--- src/rtl/rtc_bus_transfer.sv ---
// Two-phase bus-cycle engine for the RTC multiplexed AD port: address phase then data phase,
// with T_STROBE-wide strobes and T_GAP idle cycles after each strobe.
module rtc_bus_transfer #(
    parameter int unsigned T_STROBE = 4,
    parameter int unsigned T_GAP    = 2
) (
    input  logic       clk,
    input  logic       reset,
    input  logic       start,
    input  logic [1:0] mode,
    input  logic [7:0] cmd_in,
    input  logic [7:0] addr_in,
    input  logic [7:0] data_wr,
    input  logic [7:0] ad_in,
    output logic [7:0] ad_out,
    output logic       ad_oe,
    output logic       a_d,
    output logic       cs_n,
    output logic       rd_n,
    output logic       wr_n,
    output logic [7:0] data_rd,
    output logic       busy,
    output logic       done
);

    // state     | meaning
    // IDLE      | waiting for start
    // A_SETUP   | address driven, strobes high
    // A_STROBE  | address latched into RTC with wr_n low
    // A_GAP     | strobes high, address still driven
    // D_SETUP   | data phase set up (a_d=1)
    // D_STROBE  | rd_n or wr_n low
    // D_GAP     | strobes high, cs_n still low
    // DONE      | chip deselected, done pulse
    typedef enum logic [2:0] {
        IDLE, A_SETUP, A_STROBE, A_GAP, D_SETUP, D_STROBE, D_GAP, DONE
    } state_t;

    localparam logic [7:0] STB_LOAD = 8'(T_STROBE - 1);
    localparam logic [7:0] GAP_LOAD = 8'(T_GAP - 1);

    state_t     state, state_nxt;
    logic [7:0] cnt, cnt_nxt;
    logic       is_read;
    logic [7:0] a_byte, d_byte;

    logic       cs_n_nxt, rd_n_nxt, wr_n_nxt, a_d_nxt, ad_oe_nxt, busy_nxt, done_nxt;
    logic [7:0] ad_out_nxt;

    always_comb begin
        state_nxt = state;
        cnt_nxt   = cnt;
        case (state)
            IDLE:     if (start) state_nxt = A_SETUP;
            A_SETUP:  begin state_nxt = A_STROBE; cnt_nxt = STB_LOAD; end
            A_STROBE: if (cnt == 8'd0) begin state_nxt = A_GAP; cnt_nxt = GAP_LOAD; end
                      else cnt_nxt = cnt - 8'd1;
            A_GAP:    if (cnt == 8'd0) state_nxt = D_SETUP;
                      else cnt_nxt = cnt - 8'd1;
            D_SETUP:  begin state_nxt = D_STROBE; cnt_nxt = STB_LOAD; end
            D_STROBE: if (cnt == 8'd0) begin state_nxt = D_GAP; cnt_nxt = GAP_LOAD; end
                      else cnt_nxt = cnt - 8'd1;
            D_GAP:    if (cnt == 8'd0) state_nxt = DONE;
                      else cnt_nxt = cnt - 8'd1;
            DONE:     state_nxt = IDLE;
            default:  state_nxt = IDLE;
        endcase
    end

    // Outputs are decoded from the current state and registered, so the pins lag the state by one cycle.
    always_comb begin
        cs_n_nxt   = 1'b1;
        rd_n_nxt   = 1'b1;
        wr_n_nxt   = 1'b1;
        a_d_nxt    = 1'b0;
        ad_oe_nxt  = 1'b0;
        ad_out_nxt = ad_out;
        busy_nxt   = 1'b1;
        done_nxt   = 1'b0;
        case (state)
            IDLE: busy_nxt = 1'b0;
            A_SETUP, A_STROBE, A_GAP: begin
                cs_n_nxt   = 1'b0;
                ad_oe_nxt  = 1'b1;
                ad_out_nxt = a_byte;
                wr_n_nxt   = (state != A_STROBE);
            end
            D_SETUP, D_STROBE, D_GAP: begin
                cs_n_nxt  = 1'b0;
                a_d_nxt   = 1'b1;
                ad_oe_nxt = !is_read;
                if (!is_read) ad_out_nxt = d_byte;
                if (state == D_STROBE) begin
                    rd_n_nxt = !is_read;
                    wr_n_nxt = is_read;
                end
            end
            DONE: done_nxt = 1'b1;
            default: busy_nxt = 1'b0;
        endcase
    end

    always_ff @(posedge clk or posedge reset) begin
        if (reset) begin
            state   <= IDLE;
            cnt     <= 8'd0;
            is_read <= 1'b0;
            a_byte  <= 8'h00;
            d_byte  <= 8'h00;
        end else begin
            state <= state_nxt;
            cnt   <= cnt_nxt;
            if (state == IDLE && start) begin
                is_read <= mode[0];
                a_byte  <= (mode == 2'b10) ? cmd_in : addr_in;
                d_byte  <= (mode == 2'b10) ? 8'h00 : data_wr;
            end
        end
    end

    always_ff @(posedge clk or posedge reset) begin
        if (reset) begin
            cs_n    <= 1'b1;
            rd_n    <= 1'b1;
            wr_n    <= 1'b1;
            a_d     <= 1'b0;
            ad_oe   <= 1'b0;
            ad_out  <= 8'h00;
            busy    <= 1'b0;
            done    <= 1'b0;
            data_rd <= 8'h00;
        end else begin
            cs_n   <= cs_n_nxt;
            rd_n   <= rd_n_nxt;
            wr_n   <= wr_n_nxt;
            a_d    <= a_d_nxt;
            ad_oe  <= ad_oe_nxt;
            ad_out <= ad_out_nxt;
            busy   <= busy_nxt;
            done   <= done_nxt;
            // Sample on the edge that ends the last visible rd_n-low cycle.
            if (!rd_n && rd_n_nxt) data_rd <= ad_in;
        end
    end

endmodule

--- config.mk ---
export PLATFORM = sky130hd
export DESIGN_NAME = rtc_bus_transfer
export DESIGN_NICKNAME = d
export VERILOG_FILES = /design/src/rtl/rtc_bus_transfer.sv
export SDC_FILE = /design/constraint.sdc
export NUM_CORES = 1
export LEC_CHECK = 0
export CELL_PAD_IN_SITES_DETAIL_PLACEMENT = 1
export CELL_PAD_IN_SITES_GLOBAL_PLACEMENT = 1
export CORE_UTILIZATION = 35
export CTS_BUF_LIST = sky130_fd_sc_hd__clkbuf_8
export DETAILED_ROUTE_END_ITERATION = 10
export GPL_TIMING_DRIVEN = 0
export PLACE_DENSITY = 0.88
export SYNTH_ARGS = -nofsm -noshare
export SYNTH_HDL_FRONTEND = slang
export SYNTH_SLANG_ARGS = --single-unit
--- constraint.sdc ---
create_clock -name clk -period 1.9 [get_ports clk]
set_clock_uncertainty 0.1 [all_clocks]
set_input_delay 0.38 -clock clk [delete_from_list [all_inputs] [get_ports clk]]
set_output_delay 0.38 -clock clk [all_outputs]
set_load 0.01 [all_outputs]
==> metrics.txt, run 1 <==
status complete, but fails checks; failing checks design-rule violations, negative setup slack; first-pass detailed-route iteration total 7; sequential cell area 1280 µm²; antenna violations before repair 0; Crit-path slowest cell dfrtp_1; root buf cell clkbuf_8; grt total ovfl 0; Top FF cell, synth dfrtp_1; clock sinks 51; IO Port Bufs 59; via count 2,050; Synth Instances 226; Fin. Hold Viols 0; Syn Area/Cell 10.5 µm²; critical path arrival 2.07 ns; syn_nets 269; R2R Setup Slk -0.04 ns; FF-to-FF Start state[1]$_DFFE_PP0P_; DIE WIDTH 84.4 µm; Total Wirelength 6.98 mm; pwr dens 1770 nW/µm²; final setup fails 9; critical path launch point type register; RSZ-0062 raised after global routing yes; ratio of cells with drive above 1 in the final layout 0.253; Die Span Y 84.4 µm; Final ANT Viol Nets 0; TritonCTS Buffers 5; Worst Slack Setup Final -0.0426 ns; Final min period 1.94 ns; crit path kind register to register; Max-cap violations 0; Worst Tran Pin Value 0.555 ns; max-slew violations 0; Die Footprint 7130 µm²; maximum fanout along the worst path 5; part of the cycle the worst path needs 1.02; # diodes 0; Hold Path Class input pin to async pin; via-per-instance ratio 5.27; Reg2Reg Capture Point ad_out[2]$_DFFE_PP0P_; area occupied by multi-input gates 1150 µm²; worst vdd ir 0.000797 V; Mapped Area 2380 µm²; initial core utilization 0.368; flop and latch count out of synthesis 51; CTS tree yes; clk_lat worst skew 0.31 ns; worst reg2reg path depth 8; first-pass GRT wire length 11.3 mm; worst slack, placed -0.438 ns; largest delay contributor family on the critical path compound AO/OA/AOI/OAI gates; largest net degree at the start of global routing 31; setup TNS -0.232 ns; CP Cell Sequence inv_2, ha_4, o31ai_4, inv_4, a32oi_4, buf_6, nor2_2, a31oi_1; # IOs 60; WP data required 2.03 ns; vias in the first global route 2,259; library cells used by synthesis 42; FFs w/ async S/R, synth 1.00; fmax 515 MHz; post-DP HPWL 4.35 mm; clock-pin slew on the worst setup and hold paths 0.09 ns; DR DRC count 5; Rows 29; Clock Path Buffers 2; Core ar. 6460 µm²; Nets 354; filler cell count 724; commonest cells after routing, fill and taps aside clkdlybuf4s50_1 (58), dfrtp_1 (47), nand2_1 (44), o21ai_0 (21), buf_4 (17); Pwr Total 6.10 mW; Post-synth EDFFs 0; P_leak 1.47 nW; commonest non-fill, non-tap cell in the layout clkdlybuf4s50_1; routed length per instance 17.9 µm; Starting DRT DRC Count 67; WP buf/inv 3; htree depth 2; Rel. slew slack 0.630; crit end category register; Max stage delay on crit path 0.45 ns; Area Growth Syn to Fin 45.3%; post-synthesis sequential area ratio 0.538; total track usage 0.206; gpl congestion 0.765; Syn. warnings 0
==> registers in the layout, summed over array words and instances (netlist names) <==
register  count
a_byte        8
a_d           1
ad_oe         1
ad_out        8
busy          1
cnt           8
cs_n          1
d_byte        8
data_rd       8
done          1
is_read       1
rd_n          1
state         3
wr_n          1
==> cell usage after synthesis (all sizes together) (2+ instances only) <==
master / instances / area share
or2: 2 / 0.0063
dfrtp: 48 / 0.51
nand2b: 4 / 0.011
inv: 9 / 0.014
nor2: 14 / 0.022
dfstp: 3 / 0.033
ha: 6 / 0.032
and2: 2 / 0.0053
o21ai: 22 / 0.046
nand3: 2 / 0.0042
buf: 4 / 0.013
nor2b: 2 / 0.0053
a21oi: 5 / 0.011
or3: 2 / 0.0058
nor3: 3 / 0.0063
o22a: 2 / 0.0074
nand2: 44 / 0.069
a31oi: 10 / 0.029
clkbuf: 5 / 0.0079
nand3b: 2 / 0.0063
mux2i: 10 / 0.042
mux2: 11 / 0.052
==> worst register-to-register path, delay by kind of cell, from the launching register on <==
| kind | cells | cell delay [ns] |
|---|---|---|
| adders and majority gates | 1 | 0.20 |
| AOI/OAI and AO/OA | 3 | 0.74 |
| buffers and inverters | 3 | 0.35 |
| and+or+nand+nor | 1 | 0.03 |
| DFF | 1 | 0.45 |
==> cells by family (layout without fill, tap and decap cells) <==
kind of cell	count (synthesis)	after routing	synth area share
DFF	51	51	0.538
xor gates and xnor gates	1	1	0.00368
muxes	21	21	0.0942
buffers and inverters	18	104	0.0353
AOI/OAI and AO/OA	50	50	0.148
and+or+nand+nor	79	79	0.148
adders and majority gates	6	6	0.0316
==> per-layer routing <==
layer  vias to the layer above  part of all wire  global-route usage
li1                        948                 -                   -
met3                        17             0.034              0.0344
met4                         0             0.032              0.0986
met2                        66              0.54               0.367
met5                         -                 0                   0
met1                      1019              0.40               0.241
==> worst max-delay path by stage <==
| stage | from | end | slack, ns | cells after the start |
|---|---|---|---|---|
| after floorplan | state[0]$_DFFE_PP0P_ | ad_out[0]$_DFFE_PP0P_ | -0.15 | 8 |
| after global placement | reset | cnt[2]$_DFFE_PP0P_ | -0.78 | 2 |
| after detailed placement | state[0]$_DFFE_PP0P_ | ad_out[0]$_DFFE_PP0P_ | -0.44 | 8 |
| after CTS | state[0]$_DFFE_PP0P_ | ad_out[2]$_DFFE_PP0P_ | -0.003 | 8 |
| after global routing | state[1]$_DFFE_PP0P_ | ad_out[3]$_DFFE_PP0P_ | -0.14 | 8 |
| final | state[1]$_DFFE_PP0P_ | ad_out[2]$_DFFE_PP0P_ | -0.04 | 8 |
==> cell type report <==
cell class | instances | area share
sequential | 51 | 0.371
multi-input combinational | 157 | 0.333
timing repair buffer | 80 | 0.223
tap | 77 | 0.0279
clock buffer | 5 | 0.0199
inverter | 9 | 0.0105
buffer | 7 | 0.0101
clock inverter | 3 | 0.00471
==> repair_timing <==
item / 4_1_cts / 5_1_grt
endpoints found under the setup margin: 18 / 28
gates cloned: 1 / 0
pin swaps: 7 / 4
resized for setup: 18 / 22
hold buffers: 0 / 0
setup buffers: 13 / 6
==> stage by stage <==
step	hold WS (ns)	area (µm²)	cells	util
floorplan	0.350	2390	226	-
global placement	0.365	3080	362	0.477
detailed placement	0.371	3100	363	0.480
CTS	0.325	3340	385	0.518
global route	0.369	3450	389	0.535
finish	0.313	3450	389	0.535
==> report_power, final <==
group	internal (mW)	switching, mW
Sequential	1.60	0.377
Combinational	1.78	1.71
Clock	0.253	0.372
Power figures use the tool's default switching activity.
==> run 2: changes to the inputs <==
CAP_MARGIN = 0   (was default)
TNS_END_PERCENT = 1   (was default)
==> run 2 against run 1 <==
Effect of this change:
- the flow still finishes with violations (design-rule violations, negative setup slack)
- combinational power decreased by 8.6%
- critical path depth is 1 lower
- first-iteration DRC count down 12%
- sequential share of layout area increased by 0.47 points
- register-to-register slack improved by 0.03 ns
- global-route usage shrank 0.57 points
- critical path type unchanged
==> metrics.txt, run 2 (synthesis gave the netlist of run 1 again) <==
crit end category register; Final ANT Viol Nets 0 (unchanged); Total Wirelength 6.34 mm (-9.2%); post-route cell area 3410 µm² (-1.2%); commonest non-fill, non-tap cell in the layout clkdlybuf4s50_1; Starting DRT DRC Count 59 (-12%); maximum fanout along the worst path 8 (+3); worst vdd ir 0.000666 V (-16%); Worst Slack Setup Final -0.0159 ns (+0.0267 ns); root buf cell clkbuf_8; Worst Tran Pin Value 0.590 ns (+0.0351 ns); Rows 29 (unchanged); placed cell count 363 (unchanged); first-pass GRT wire length 11.1 mm (-1.9%); CTS tree yes; status complete, but fails checks; commonest cells after routing, fill and taps aside clkdlybuf4s50_1 (58), dfrtp_1 (46), nand2_1 (44), o21ai_0 (21), buf_4 (14); Core ar. 6460 µm² (unchanged); critical path arrival 2.00 ns (-0.07 ns); TritonCTS Buffers 5 (unchanged); hold buffer count at CTS 0 (unchanged); DR DRC count 1 (-4); FF-to-FF Start state[1]$_DFFE_PP0P_; antenna violations before repair 0 (unchanged); routed length per instance 16.5 µm (-8.2%); DIE WIDTH 84.4 µm (unchanged); Max-cap violations 0 (unchanged); Hold Path Class input pin to async pin; crit path kind register to register; htree depth 2 (unchanged); pwr dens 1740 nW/µm² (-1.2%); gpl congestion 0.760 (-0.67%); clock sinks 51 (unchanged); grt total ovfl 0 (unchanged); Fin. Hold Viols 0 (unchanged); fmax 522 MHz (+1.4%); IO Port Bufs 59 (unchanged); clk_lat worst skew 0.31 ns (about the same); failing checks design-rule violations, negative setup slack; critical path launch point type register; worst slack, placed -0.427 ns (+0.0111 ns); # diodes 0 (unchanged); Die Footprint 7130 µm² (unchanged); # IOs 60 (unchanged); first-pass detailed-route iteration total 9 (+2); R2R Setup Slk -0.02 ns (+0.03 ns); fin util 0.528 (-0.00620); ratio of cells with drive above 1 in the final layout 0.227 (-0.0259); vias in the first global route 2,244 (-0.66%); via-per-instance ratio 5.18 (-1.7%); Reg2Reg Capture Point ad_out[7]$_DFFE_PP0P_; max-slew violations 0 (unchanged); Rel. slew slack 0.606 (-0.0240); initial core utilization 0.368 (unchanged); post-DP HPWL 4.45 mm (+2.5%); total track usage 0.200 (-0.00566); via count 1,994 (-2.7%); clock-pin slew on the worst setup and hold paths 0.10 ns (about the same); Die Span Y 84.4 µm (unchanged); Nets 350 (-1.1%); Final min period 1.92 ns (-0.0267 ns); final setup fails 5 (-4); non-filler cells, final 385 (-1.0%); Area Growth Syn to Fin 43.6%; worst reg2reg path depth 7 (-1); largest net degree at the start of global routing 28 (-9.7%); P_leak 1.46 nW (-0.42%); DP Area 3100 µm² (unchanged); part of the cycle the worst path needs 1.01 (-0.0140); Clock Path Buffers 2 (unchanged); WP data required 1.98 ns (-0.05 ns); RSZ-0062 raised after global routing yes; worst hold slack 0.342 ns (+0.0283 ns)
run 2: metal layers:
metal,up-vias,global-route usage,routed length [µm]
met5,-,0,0
met4,0,0.0678,102
met3,11,0.0324,193
met2,45,0.376,3470
met1,997,0.231,2580
li1,941,-,-
run 2: worst max path at each step:
stage	slack (ns)	from	cells after the start	endpoint
after floorplan	-0.15	state[0]$_DFFE_PP0P_	8	ad_out[0]$_DFFE_PP0P_
after global placement	-0.82	reset	2	ad_out[1]$_DFFE_PP0P_
final	-0.02	state[1]$_DFFE_PP0P_	7	ad_out[7]$_DFFE_PP0P_
after detailed placement	-0.43	state[0]$_DFFE_PP0P_	8	ad_out[0]$_DFFE_PP0P_
after CTS	-0.006	cnt[0]$_DFFE_PP0P_	6	state[1]$_DFFE_PP0P_
after global routing	-0.17	state[1]$_DFFE_PP0P_	8	ad_out[0]$_DFFE_PP0P_
run 2: layout make-up:
class | count | area [µm²]
fillers | 715 | 3050
repair buffers | 75 | 729
plain buffers | 8 | 50.0
clock inverters | 2 | 38.8
well taps | 77 | 96.3
inverters | 9 | 38.8
flip-flops and latches | 51 | 1280
multi-input cells | 157 | 1090
clock buffers | 6 | 82.6
run 2: where the power goes:
| part | internal (mW) | leakage (nW) | switching (mW) |
|---|---|---|---|
| clock network | 0.434 | 0.0618 | 0.369 |
| registers | 1.61 | 0.618 | 0.352 |
| logic | 1.64 | 0.782 | 1.55 |
| total | 3.68 | 1.46 | 2.27 |
run 2: critical path: stages (launching register included):
cell and delay (ns):
dfrtp_2 0.45, inv_4 0.07, ha_4 0.18, o31ai_4 0.30, inv_4 0.06, a32oi_4 0.33, buf_4 0.21, a31oi_1 0.08
run 2: stage by stage:
step	total power, mW	setup TNS [ns]
after floorplan	3.55	-0.996
final	5.95	-0.0411
after global routing	6.40	-1.45
after global placement	4.41	-44.62
after CTS	5.83	-0.0100
after detailed placement	4.60	-5.93
run 2: timing repair:
item,in CTS,in global routing
gates resized for setup,15,18
buffers inserted,13,1
setup endpoints to repair,25,26
cloned,1,0
pin swaps,7,4
